$ cat src/rtl/score_digit_renderer.sv
// Score digit renderer: binary score -> BCD (sequential double-dabble) and
// per-pixel glyph ROM addressing for a 4-digit score box, 2-cycle pixel pipeline.
module score_digit_renderer #(
    parameter int unsigned SCORE_X = 560,
    parameter int unsigned SCORE_Y = 16,
    parameter int unsigned DIGIT_W = 16,
    parameter int unsigned DIGIT_H = 24,
    parameter int unsigned ADDR_W  = 9
) (
    input  logic              Clk,
    input  logic              Reset,
    input  logic [13:0]       score_in,
    input  logic              score_load,
    output logic              busy,
    output logic [15:0]       bcd_digits,
    input  logic [9:0]        DrawX,
    input  logic [9:0]        DrawY,
    output logic [ADDR_W-1:0] rom_addr,
    output logic [3:0]        rom_digit,
    input  logic [3:0]        rom_index,
    output logic [3:0]        palette_index,
    output logic              score_on
);

    localparam int unsigned LX_W      = $clog2(DIGIT_W);
    localparam logic [9:0]  X_LO      = 10'(SCORE_X);
    localparam logic [9:0]  X_HI      = 10'(SCORE_X + 4 * DIGIT_W);
    localparam logic [9:0]  Y_LO      = 10'(SCORE_Y);
    localparam logic [9:0]  Y_HI      = 10'(SCORE_Y + DIGIT_H);
    localparam logic [13:0] SCORE_MAX = 14'd9999;
    localparam logic [3:0]  ITER_LAST = 4'd14;

    typedef enum logic [1:0] {
        ST_IDLE        = 2'd0,
        ST_SHIFT       = 2'd1,
        ST_COMMIT_WAIT = 2'd2
    } state_t;

    // Conversion state
    state_t      r_state;
    logic [13:0] r_bin;
    logic [15:0] r_bcd;
    logic [3:0]  r_cnt;
    logic [13:0] r_pend_val;
    logic        r_pend_vld;
    logic        r_busy;
    logic [15:0] r_digits;

    // Pixel pipeline state
    logic [ADDR_W-1:0] r_rom_addr;
    logic [3:0]        r_rom_digit;
    logic              r_vis1;
    logic [3:0]        r_palette;
    logic              r_score_on;

    logic [13:0]       w_load_val;
    logic [15:0]       w_bcd_adj;
    logic              w_x_ge;
    logic              w_y_ge;
    logic              w_x_in_box;
    logic              w_y_in_box;
    logic              w_in_box;
    logic [9:0]        w_dx;
    logic [9:0]        w_ly;
    logic [1:0]        w_slot;
    logic [LX_W-1:0]   w_lx;
    logic [ADDR_W-1:0] w_addr;
    logic [3:0]        w_lead_blank;
    logic              w_blank;
    logic [3:0]        w_digit;

    // Saturate incoming score to the 4-digit display range
    assign w_load_val = (score_in > SCORE_MAX) ? SCORE_MAX : score_in;

    // Double-dabble correction: every BCD nibble >= 5 gets +3 before the shift
    always_comb begin
        w_bcd_adj = r_bcd;
        for (int i = 0; i < 4; i++) begin
            if (r_bcd[4*i +: 4] >= 4'd5) begin
                w_bcd_adj[4*i +: 4] = r_bcd[4*i +: 4] + 4'd3;
            end
        end
    end

    // Box geometry; offsets only formed when the coordinate is past the box origin
    assign w_x_ge     = (DrawX >= X_LO);
    assign w_y_ge     = (DrawY >= Y_LO);
    assign w_x_in_box = w_x_ge && (DrawX < X_HI);
    assign w_y_in_box = w_y_ge && (DrawY < Y_HI);
    assign w_in_box   = w_x_in_box && w_y_in_box;
    assign w_dx       = w_x_ge ? (DrawX - X_LO) : 10'd0;
    assign w_ly       = w_y_ge ? (DrawY - Y_LO) : 10'd0;
    assign w_slot     = 2'(w_dx >> LX_W);
    assign w_lx       = LX_W'(w_dx);
    assign w_addr     = ADDR_W'((32'(w_ly) << LX_W) + 32'(w_lx));

    // Leading-zero blanking; the ones slot is always shown
    assign w_lead_blank[0] = (r_digits[15:12] == 4'd0);
    assign w_lead_blank[1] = w_lead_blank[0] && (r_digits[11:8] == 4'd0);
    assign w_lead_blank[2] = w_lead_blank[1] && (r_digits[7:4] == 4'd0);
    assign w_lead_blank[3] = 1'b0;
    assign w_blank         = w_lead_blank[w_slot];

    // Select the displayed digit for the current slot (slot 0 = thousands)
    always_comb begin
        w_digit = 4'd0;
        case (w_slot)
            2'd0:    w_digit = r_digits[15:12];
            2'd1:    w_digit = r_digits[11:8];
            2'd2:    w_digit = r_digits[7:4];
            default: w_digit = r_digits[3:0];
        endcase
    end

    // Conversion FSM: latch, 14 shift iterations, then commit outside the box rows
    always_ff @(posedge Clk) begin
        if (Reset) begin
            r_state    <= ST_IDLE;
            r_bin      <= 14'd0;
            r_bcd      <= 16'd0;
            r_cnt      <= 4'd0;
            r_pend_val <= 14'd0;
            r_pend_vld <= 1'b0;
            r_busy     <= 1'b0;
            r_digits   <= 16'd0;
        end else begin
            case (r_state)
                ST_IDLE: begin
                    if (score_load) begin
                        r_bin   <= w_load_val;
                        r_bcd   <= 16'd0;
                        r_cnt   <= 4'd0;
                        r_busy  <= 1'b1;
                        r_state <= ST_SHIFT;
                    end
                end
                ST_SHIFT: begin
                    if (score_load) begin
                        r_pend_val <= w_load_val;
                        r_pend_vld <= 1'b1;
                    end
                    if (r_cnt == ITER_LAST) begin
                        r_state <= ST_COMMIT_WAIT;
                    end else begin
                        {r_bcd, r_bin} <= {w_bcd_adj, r_bin} << 1;
                        r_cnt          <= r_cnt + 4'd1;
                    end
                end
                ST_COMMIT_WAIT: begin
                    if (w_y_in_box) begin
                        // Hold the old digits while the box rows are being drawn
                        if (score_load) begin
                            r_pend_val <= w_load_val;
                            r_pend_vld <= 1'b1;
                        end
                    end else begin
                        r_digits <= r_bcd;
                        if (score_load) begin
                            // A load on the commit edge is the newest value
                            r_bin      <= w_load_val;
                            r_bcd      <= 16'd0;
                            r_cnt      <= 4'd0;
                            r_pend_vld <= 1'b0;
                            r_state    <= ST_SHIFT;
                        end else if (r_pend_vld) begin
                            r_bin      <= r_pend_val;
                            r_bcd      <= 16'd0;
                            r_cnt      <= 4'd0;
                            r_pend_vld <= 1'b0;
                            r_state    <= ST_SHIFT;
                        end else begin
                            r_busy  <= 1'b0;
                            r_state <= ST_IDLE;
                        end
                    end
                end
                default: begin
                    r_busy  <= 1'b0;
                    r_state <= ST_IDLE;
                end
            endcase
        end
    end

    // Pixel pipeline: S1 registers ROM address/select, S2 registers ROM colour
    always_ff @(posedge Clk) begin
        if (Reset) begin
            r_rom_addr  <= '0;
            r_rom_digit <= 4'd0;
            r_vis1      <= 1'b0;
            r_palette   <= 4'd0;
            r_score_on  <= 1'b0;
        end else begin
            r_rom_addr  <= w_in_box ? w_addr : '0;
            r_rom_digit <= w_in_box ? w_digit : 4'd0;
            r_vis1      <= w_in_box && !w_blank;
            r_palette   <= r_vis1 ? rom_index : 4'd0;
            r_score_on  <= r_vis1;
        end
    end

    assign busy          = r_busy;
    assign bcd_digits    = r_digits;
    assign rom_addr      = r_rom_addr;
    assign rom_digit     = r_rom_digit;
    assign palette_index = r_palette;
    assign score_on      = r_score_on;

endmodule

$ cat config.mk
export PLATFORM = sky130hd
export DESIGN_NAME = score_digit_renderer
export DESIGN_NICKNAME = d
export VERILOG_FILES = /design/src/rtl/score_digit_renderer.sv
export SDC_FILE = /design/constraint.sdc
export NUM_CORES = 1
export LEC_CHECK = 0
export CORE_MARGIN = 2
export CORE_UTILIZATION = 47
export CTS_CLUSTER_SIZE = 10
export DETAILED_ROUTE_END_ITERATION = 10
export GPL_TIMING_DRIVEN = 1
export PLACE_DENSITY = 0.84
export SYNTH_ARGS = -nofsm -noshare
export SYNTH_HDL_FRONTEND = slang
export SYNTH_SLANG_ARGS = --single-unit
$ cat constraint.sdc
create_clock -name Clk -period 1.7 [get_ports Clk]
set_input_delay 0.17 -clock Clk [delete_from_list [all_inputs] [get_ports Clk]]
set_output_delay 0.17 -clock Clk [all_outputs]
set_load 0.05 [all_outputs]
==> impl_metrics.tcl, run 1 <==
set metrics [dict create \
    hold_class "in -> reg" \
    period_needed_ns 1.733 \
    yosys.area_share.simple 0.2234 \
    worstHoldStart "Reset" \
    required_ns 1.99 \
    drive_gt1_frac 0.2139 \
    cts_hold_buf 0 \
    crit_arrival_ns 2.02 \
    pre_cts_ws_ns -0.3446 \
    die_w_um 97.65 \
    relSlewSlack 0.5270 \
    grt_use_total 0.2282 \
    fmax_mhz 576.9 \
    use_met3 0.05036 \
    synth_compound_area_frac 0.2067 \
    h-tree-depth 3 \
    p_per_area_nw_per_um2 805.0 \
    syn_area_um2 4121 \
    whs_path_depth 4 \
    slew_viol_final 0 \
    portBuffers 75 \
    cts.sinks 87 \
    synth.avg_cell_area_um2 8.446 \
    r2r-end "r_bcd[12]" \
    vias_per_cell 5.712 \
    vias 4141 \
    die_h_um 97.65 \
    wl_um 11100 \
    cts.clk_slew.worst_paths_ns 0.09 \
    vdd_ir_drop_max_v 0.0004732 \
    grt_max_degree 71 \
    grt_overflow_total 0 \
    worst_slack_ns -0.03344 \
    root_buffer "clkbuf_8" \
    dp.cells 702 \
    synth_flop_cell "dfxtp_1" \
    hold_viol 0 \
    final_cell_count_no_fill 725 \
    insertion_delay_ns 0.36 \
    post_drt_wl_per_cell_um 15.31 \
    synth-adder-area-share 0.04554 \
    p_leak_nw 2.264 \
    die_area_um2 9535 \
    area_growth_pct 39.71 \
    row_count 34 \
    cts_buffers 9 \
    grt.busiest_layer "met2" \
    n_antenna_cell 0 \
    synth_area_leader_cell "dfxtp_1" \
    nets 669 \
    reg2reg_depth 6 \
    synth.area.mux_share 0.03522 \
    syn_inst 488 \
    synth.distinct_cells 49 \
    clock_skew_ns 0.01390 \
    synth_top_family_by_area "simple AND/OR/NAND/NOR gates" \
    antenna_found_initial 0 \
    drt-initial-drc-count 301 \
    fin_crit_sh 1.020 \
    tritoncts "yes" \
    power_w 0.004635 \
    met2_usage 0.3915 \
    syn_nets 544 \
    ant_nets 0 \
    rsz0062_at_grt "true" \
    drc 0 \
    startpoint_type "flop" \
    cp-end-kind "flop" \
    ys_seq_area_frac 0.4226 \
    ios 76 \
    ys_ff_latch 87 \
    ys_warn_count 0 \
    seq_area_um2 1745 \
    failed_checks "setup timing" \
    core-area_um2 8593 \
    drtPass1Iterations 5 \
    run_status "finished with violations" \
    r2r_slack_ns -0.03 \
    synthTopCellsByArea "dfxtp_1 42%, a21oi_1 6.0%, ha_1 4.6%, nand2_1 4.3%, nand3_1 4.0%" \
    holdPathEnd "rom_addr[8]" \
    gp_congestion 0.8557 \
    crit_type "reg -> reg" \
    clk_path_buf_depth 2 \
    grt_pass1_wl_um 18270 \
    synth_top_area_frac 0.4226 \
    synth_xor_area_frac 0.01700 \
    nFillCells 651 \
    start_util 0.4796 \
    r2r_start "r_state[0]" \
    async_flop_share 0 \
    cap_viol_max_count 0 \
    tns_ns -0.08908 \
    use_met1 0.2855 \
    multi_input_area_um2 2315 \
    worstMarginPinSlew_ns 0.7094 \
    synth_edf_count 0 \
    setup_viol 5 \
    grt_pass1_vias 3967 \
    hpwl_um 7556 \
    path_max_fanout 5 \
]
-- repair_timing --
item                       4_1_cts  5_1_grt
buffers inserted                 5        2
gates cloned                     1        0
gates resized for setup         31       16
pin swaps                        7        6
setup endpoints to repair       50       48
-- how the worst max path moves through the flow --
stage | start | endpoint | cells past startpoint
floorplan | r_state[0] | r_bcd[4] | 9
global placement | DrawY[4] | r_bcd[4] | 6
detailed placement | DrawY[9] | rom_digit[0] | 8
CTS | r_state[0] | r_bcd[8] | 7
global route | DrawY[4] | r_cnt[2] | 8
finish | r_state[0] | r_bcd[12] | 6
-- logic make-up after synthesis --
| logic type | count (synthesis) |
|---|---|
| XOR/XNOR | 8 |
| buffers and inverters | 47 |
| AO/OA/AOI/OAI | 133 |
| adder cells (fa/ha/maj) | 15 |
| flip-flops | 87 |
| multiplexers | 14 |
| AND/OR/NAND/NOR | 184 |
-- per-layer routing --
layer	up-vias	part of all wire	wire length, um
met5	-	0	0
met4	0	0.018	204
met3	22	0.059	657
met2	156	0.50	5589
met1	1963	0.42	4647
li1	2000	-	-
-- critical path, stage by stage, from the launching register on --
cell     delay (ns)
dfxtp_2        0.33
buf_4          0.14
ha_2           0.22
nor2_4         0.18
nand4_4        0.15
or4_1          0.50
a21oi_1        0.16
-- metrics by stage --
step / instance area [um^2] / utilization / hold WS, ns
floorplan: 4168 / - / 0.2485
global placement: 5374 / 0.6254 / 0.4595
detailed placement: 5374 / 0.6254 / 0.4637
CTS: 5678 / 0.6607 / 0.2275
global route: 5758 / 0.6701 / 0.2877
finish: 5758 / 0.6701 / 0.2800
-- cell type report --
class / count / area share
Clock buffer: 9 / 0.02151
Clock inverter: 6 / 0.01195
Multi-Input combinational cell: 355 / 0.4020
Timing Repair Buffer: 147 / 0.2288
Tap cell: 108 / 0.02347
Sequential cell: 87 / 0.3031
Inverter: 13 / 0.009126
-- report_power, final --
part           internal [W]  switching, W
combinational      0.000486      0.000512
sequential          0.00213     0.0000526
clock              0.000682      0.000772
-- cells in the mapped netlist, types with 9 or more instances --
cell type,number
a211oi_1,14
a21oi_1,49
and2_1,13
buf_2,10
clkbuf_1,20
dfxtp_1,87
ha_1,15
inv_1,13
mux2i_1,10
nand2_1,47
nand2b_1,9
nand3_1,33
nor2_1,42
nor3_1,10
o21ai_0,23
-- state kept, by name (all words and copies together) (netlist names), 2 cells and up --
name and flops:
bcd_digits 16, r_pend_val 14, r_cnt 4, r_bcd 16, rom_addr 9, rom_digit 4
palette_index 4, r_bin 14, r_state 2
-- layout by cell type, fill, tap and decap left out, types with 3 or more instances in the layout --
cell / n
nand4_1: 5
mux2i_1: 10
or4_1: 5
dlygate4sd2_1: 10
a22o_1: 8
o22ai_1: 6
dfxtp_1: 84
nor4_1: 3
a21oi_2: 4
o221ai_1: 3
xor2_1: 3
dlymetal6s2s_1: 3
buf_6: 3
dfxtp_2: 3
ha_1: 11
a21oi_1: 46
nor2_1: 41
buf_4: 71
nor3_1: 10
o21a_1: 3
mux2_2: 4
o31ai_1: 3
a211oi_1: 12
inv_1: 11
nand2_1: 44
and2_1: 13
clkbuf_8: 9
a22oi_1: 3
nand2b_1: 8
nand3_1: 33
xnor2_1: 5
nand2_2: 3
a311oi_1: 8
ha_2: 3
o21ai_0: 22
nor2b_1: 5
clkdlybuf4s50_1: 55
(Power assumes the default switching activity.)
==> run 2, diff against run 1 <==
CORE_UTILIZATION = 35   (was 47)
PLACE_DENSITY = 0.67   (was 0.84)
SLEW_MARGIN = 20   (was not set)
==> impl_metrics.tcl, run 2 (synthesized netlist as in run 1, its figures left out) <==
set metrics [dict create \
    run_status "finished with violations" \
    failed_checks "setup timing" \
    vias_per_cell 5.253 \
    hold_viol 0 \
    relSlewSlack 0.5027 \
    wl_um 11000 \
    crit_arrival_ns 2.01 \
    tritoncts "yes" \
    layout_common_cells "84 x dfxtp_1, 76 x buf_4, 56 x clkdlybuf4s50_1, 44 x nand2_1, 44 x a21oi_1" \
    required_ns 1.98 \
    die_area_um2 12660 \
    cpMaxStageDelayCell "or4_4" \
    grt_max_degree 71 \
    crit_cells 7 \
    fmax_mhz 577.4 \
    hold_slack_ns 0.2284 \
    p_switching_w 0.001352 \
    cap_viol_max_count 0 \
    start_util 0.3594 \
    path_max_fanout 8 \
    die_h_um 112.5 \
    worst_slack_ns -0.03197 \
    post_drt_wl_per_cell_um 14.59 \
    drt-initial-drc-count 322 \
    pwr-share-clk 0.406 \
    fin_crit_sh 1.019 \
    nFillCells 1014 \
    grt_pass1_wl_um 18160 \
    cts_hold_buf 0 \
    clk_path_buf_depth 2 \
    path_cells "inv_2 -> ha_4 -> nor3b_4 -> nor2_4 -> nand4_4 -> or4_4 -> a21oi_2" \
    combPwrFrac 0.189 \
    slew_viol_final 0 \
    row_count 39 \
    clock_skew_ns 0.005732 \
    path_delay_family "simple AND/OR/NAND/NOR gates" \
    crit_type "reg -> reg" \
    rsz0062_at_grt "true" \
    path_buf_inv 1 \
    power_w 0.005403 \
    p_leak_nw 2.289 \
    gp_congestion 0.8148 \
    grt_overflow_total 0 \
    drc 0 \
    p_int_w 0.004051 \
    p_per_area_nw_per_um2 907.6 \
    cts_buffers 9 \
    portBuffers 75 \
    ant_nets 0 \
    h-tree-depth 3 \
    setup_viol 3 \
    worstMarginPinSlew_ns 0.7460 \
    max_stage_delay_ns 0.55 \
    startpoint_type "flop" \
    r2r-end "r_bcd[8]" \
    cts.sinks 87 \
    power_frac_seq 0.405 \
    insertion_delay_ns 0.34 \
    drtPass1Iterations 4 \
    reg2reg_depth 7 \
    core-area_um2 11470 \
    vdd_ir_drop_max_v 0.0005028 \
    final_util 0.5191 \
    vias 3961 \
    ios 76 \
    drive_gt1_frac 0.2308 \
    die_w_um 112.5 \
    cp-end-kind "flop" \
    cts.clk_slew.worst_paths_ns 0.06 \
    area_growth_pct 44.44 \
    grt_pass1_vias 3822 \
    period_needed_ns 1.732 \
    antenna_found_initial 0 \
    swShare 0.2503 \
    hpwl_um 7631 \
    nets 665 \
    final_common_cell "dfxtp_1" \
    n_antenna_cell 0 \
    grt_use_total 0.1742 \
    worstSetupEndpoint "r_bcd[8]" \
    r2r_start "r_state[0]" \
    root_buffer "clkbuf_16" \
    r2r_slack_ns -0.03 \
    crit_path_start "r_state[0]" \
    hold_class "in -> reg" \
]
[run 2: changes by cell type in the layout (fill, tap and decap cells not counted), moves of 2 or more]
cell,delta
a21oi_1,-2
ha_2,-2
dlygate4sd2_1,-10
ha_4,+2
buf_4,+5
bufinv_16,+2
clkbuf_16,+10
clkbuf_8,-9
inv_6,-2
[run 2: what timing repair did]
action | in CTS | in global routing
pin swaps | 5 | 14
gates resized for setup | 16 | 35
cloned | 0 | 1
buffers inserted | 5 | 3
setup endpoints to repair | 39 | 43
[run 2: final cells by class]
| class | instances | area, um^2 | area share |
|---|---|---|---|
| multi-input combinational | 354 | 2352 | 0.3951 |
| timing repair buffer | 144 | 1299 | 0.2182 |
| sequential | 87 | 1748 | 0.2936 |
| tap | 143 | 178.9 | 0.03005 |
| clock inverter | 4 | 97.59 | 0.01639 |
| inverter | 13 | 52.55 | 0.008827 |
| clock buffer | 9 | 225.2 | 0.03783 |
[run 2: worst min-delay path by stage]
stage                              from             to  depth (start not counted)
after floorplan                DrawY[4]    rom_addr[8]                          1
after global placement        r_bcd[13]      r_bcd[13]                          2
after detailed placement  bcd_digits[1]  bcd_digits[1]                          2
after CTS                         Reset    rom_addr[8]                          4
after global routing              Reset    rom_addr[8]                          4
final                             Reset    rom_addr[8]                          4
[run 2: power groups by stage]
stage                     clock network [W]  registers (W)  logic (W)
after global routing                0.00232        0.00220    0.00111
after global placement                    0        0.00223   0.000834
after floorplan                           0        0.00223   0.000482
after detailed placement                  0        0.00223   0.000855
after CTS                           0.00223        0.00219   0.000922
final                               0.00219        0.00219    0.00102
[run 2: worst register-to-register path: cells and delay by family (launching register included)]
kind                       cells  cell delay (ns)
and+or+nand+nor                4             1.02
DFF                            1             0.34
adders and majority gates      1             0.15
AOI/OAI and AO/OA              1             0.11
buffers and inverters          1             0.05
[run 2: metrics by stage]
stage / setup WS [ns] / instance area, um^2 / instances / setup TNS (ns)
CTS: -0.05040 / 5758 / 750 / -0.2190
global placement: -0.2679 / 5345 / 732 / -13.85
detailed placement: -0.3173 / 5345 / 732 / -16.16
finish: -0.03197 / 5953 / 754 / -0.05691
global route: -0.1038 / 5953 / 754 / -0.8546
floorplan: -0.1510 / 4168 / 488 / -0.4364
[run 2: metal layers]
metal,share of wire,wire length [um],GRT usage,vias to the layer above
met4,0.015,162,0.06992,0
met2,0.48,5234,0.2847,88
li1,-,-,-,1979
met1,0.46,5101,0.2253,1879
met3,0.046,506,0.03618,15
met5,0,0,0,-
==> run 3, diff against run 2 <==
PLACE_DENSITY = 0.66   (was 0.67)
==> impl_metrics.tcl, run 3 (synthesized netlist as in run 1, its figures left out) <==
set metrics [dict create \
    grt_use_total 0.1774 \
    startpoint_type "flop" \
    period_needed_ns 1.714 \
    insertion_delay_ns 0.34 \
    grt_max_degree 71 \
    place_area_um2 5408 \
    drive_gt1_frac 0.2375 \
    vdd_ir_drop_max_v 0.0004888 \
    run_status "finished with violations" \
    grt_pass1_wl_um 18490 \
    root_buffer "clkbuf_16" \
    cts.sinks 87 \
    wl_um 11490 \
    vias 4069 \
    final_common_cell "dfxtp_1" \
    relSlewSlack 0.5061 \
    post_drt_wl_per_cell_um 15.08 \
    power_w 0.005543 \
    max_stage_delay_ns 0.32 \
    hold_viol 0 \
    row_count 39 \
    p_per_area_nw_per_um2 908.8 \
    die_h_um 112.5 \
    dp.cells 738 \
    grt_overflow_total 0 \
    path_cells "buf_4 -> ha_2 -> nor2_4 -> and4_4 -> buf_8 -> nor2_1 -> a311oi_1" \
    worst_slack_ns -0.01441 \
    setup_viol 2 \
    grt_pass1_vias 3918 \
    antenna_found_initial 0 \
    pre_cts_ws_ns -0.3459 \
    drt-initial-drc-count 304 \
    hold_class "in -> reg" \
    hpwl_um 7694 \
    p_leak_nw 2.397 \
    h-tree-depth 3 \
    failed_checks "setup timing" \
    clk_path_buf_depth 2 \
    drtPass1Iterations 5 \
    vias_per_cell 5.340 \
    cp-end-kind "flop" \
    n_antenna_cell 0 \
    ios 76 \
    path_buf_inv 2 \
    die_w_um 112.5 \
    path_delay_family "simple AND/OR/NAND/NOR gates" \
    ant_nets 0 \
    fmax_mhz 583.3 \
    crit_type "reg -> reg" \
    path_max_fanout 14 \
    portBuffers 75 \
    cap_viol_max_count 0 \
    gp_congestion 0.8533 \
    area_growth_pct 48.00 \
    crit_arrival_ns 1.95 \
    slew_viol_final 0 \
    final_area_um2 6100 \
    final_cell_count_no_fill 762 \
    start_util 0.3594 \
    cts.clk_slew.worst_paths_ns 0.06 \
    die_area_um2 12660 \
    final_util 0.5319 \
    fin_crit_sh 1.008 \
    rsz0062_at_grt "true" \
    core-area_um2 11470 \
    layout_common_cells "84 x dfxtp_1, 72 x buf_4, 55 x clkdlybuf4s50_1, 45 x nand2_1, 45 x a21oi_1" \
    cts_buffers 9 \
    required_ns 1.93 \
    drc 0 \
    tritoncts "yes" \
    clock_skew_ns 0.004398 \
    worstMarginPinSlew_ns 0.7409 \
    nets 670 \
    cpMaxStageDelayCell "dfxtp_2" \
]
## run 3: metrics by stage
step                hold WS [ns]     TNS (ns)
global placement          0.4581       -14.44
finish                    0.1992     -0.01784
CTS                       0.1500  -0.00006772
detailed placement        0.4676       -17.19
global route              0.2234       -1.025
floorplan                 0.2485      -0.4364
## run 3: worst paths after layout
kind                   start           to  slack, ns  cells past startpoint
setup / recovery  r_state[0]     r_bin[3]      -0.01                      7
hold / removal         Reset  rom_addr[8]       0.20                      3
setup reg to reg  r_state[0]     r_bin[3]      -0.01                      7
hold reg to reg    r_bcd[13]    r_bcd[13]       0.48                      2
## run 3: layout make-up
type                       instances  area [um^2]
fill                             977         5368
clock buffer                      10        239.0
tap                              143        178.9
clock inverter                     6        116.4
timing repair buffer             148         1386
inverter                          13        52.55
multi-input combinational        355         2381
sequential                        87         1745
## run 3: timing repair
action,in CTS,in global routing
hold buffers,0,0
gates cloned,1,2
endpoints found under the setup margin,36,47
gates resized for setup,24,38
setup buffers,3,3
pin swaps,9,6
## run 3: worst register-to-register path, delay by kind of cell (launching register included)
family / cells / cell delay, ns
simple gates: 3 / 0.51
flops: 1 / 0.32
buf+inv: 2 / 0.31
compound gates: 1 / 0.25
fa+ha+maj: 1 / 0.22
## run 3: power breakdown
part	internal [W]	switching, W	total (W)
combinational	0.000508	0.000529	0.00104
sequential	0.00213	0.0000542	0.00219
clock	0.00149	0.000833	0.00232
## run 3: per-layer routing
metal,global-route usage,vias to the layer above,part of all wire
met5,0,-,0
met3,0.03834,11,0.047
met4,0.05285,0,0.013
met1,0.2302,1938,0.45
met2,0.2972,118,0.49
li1,-,2002,-
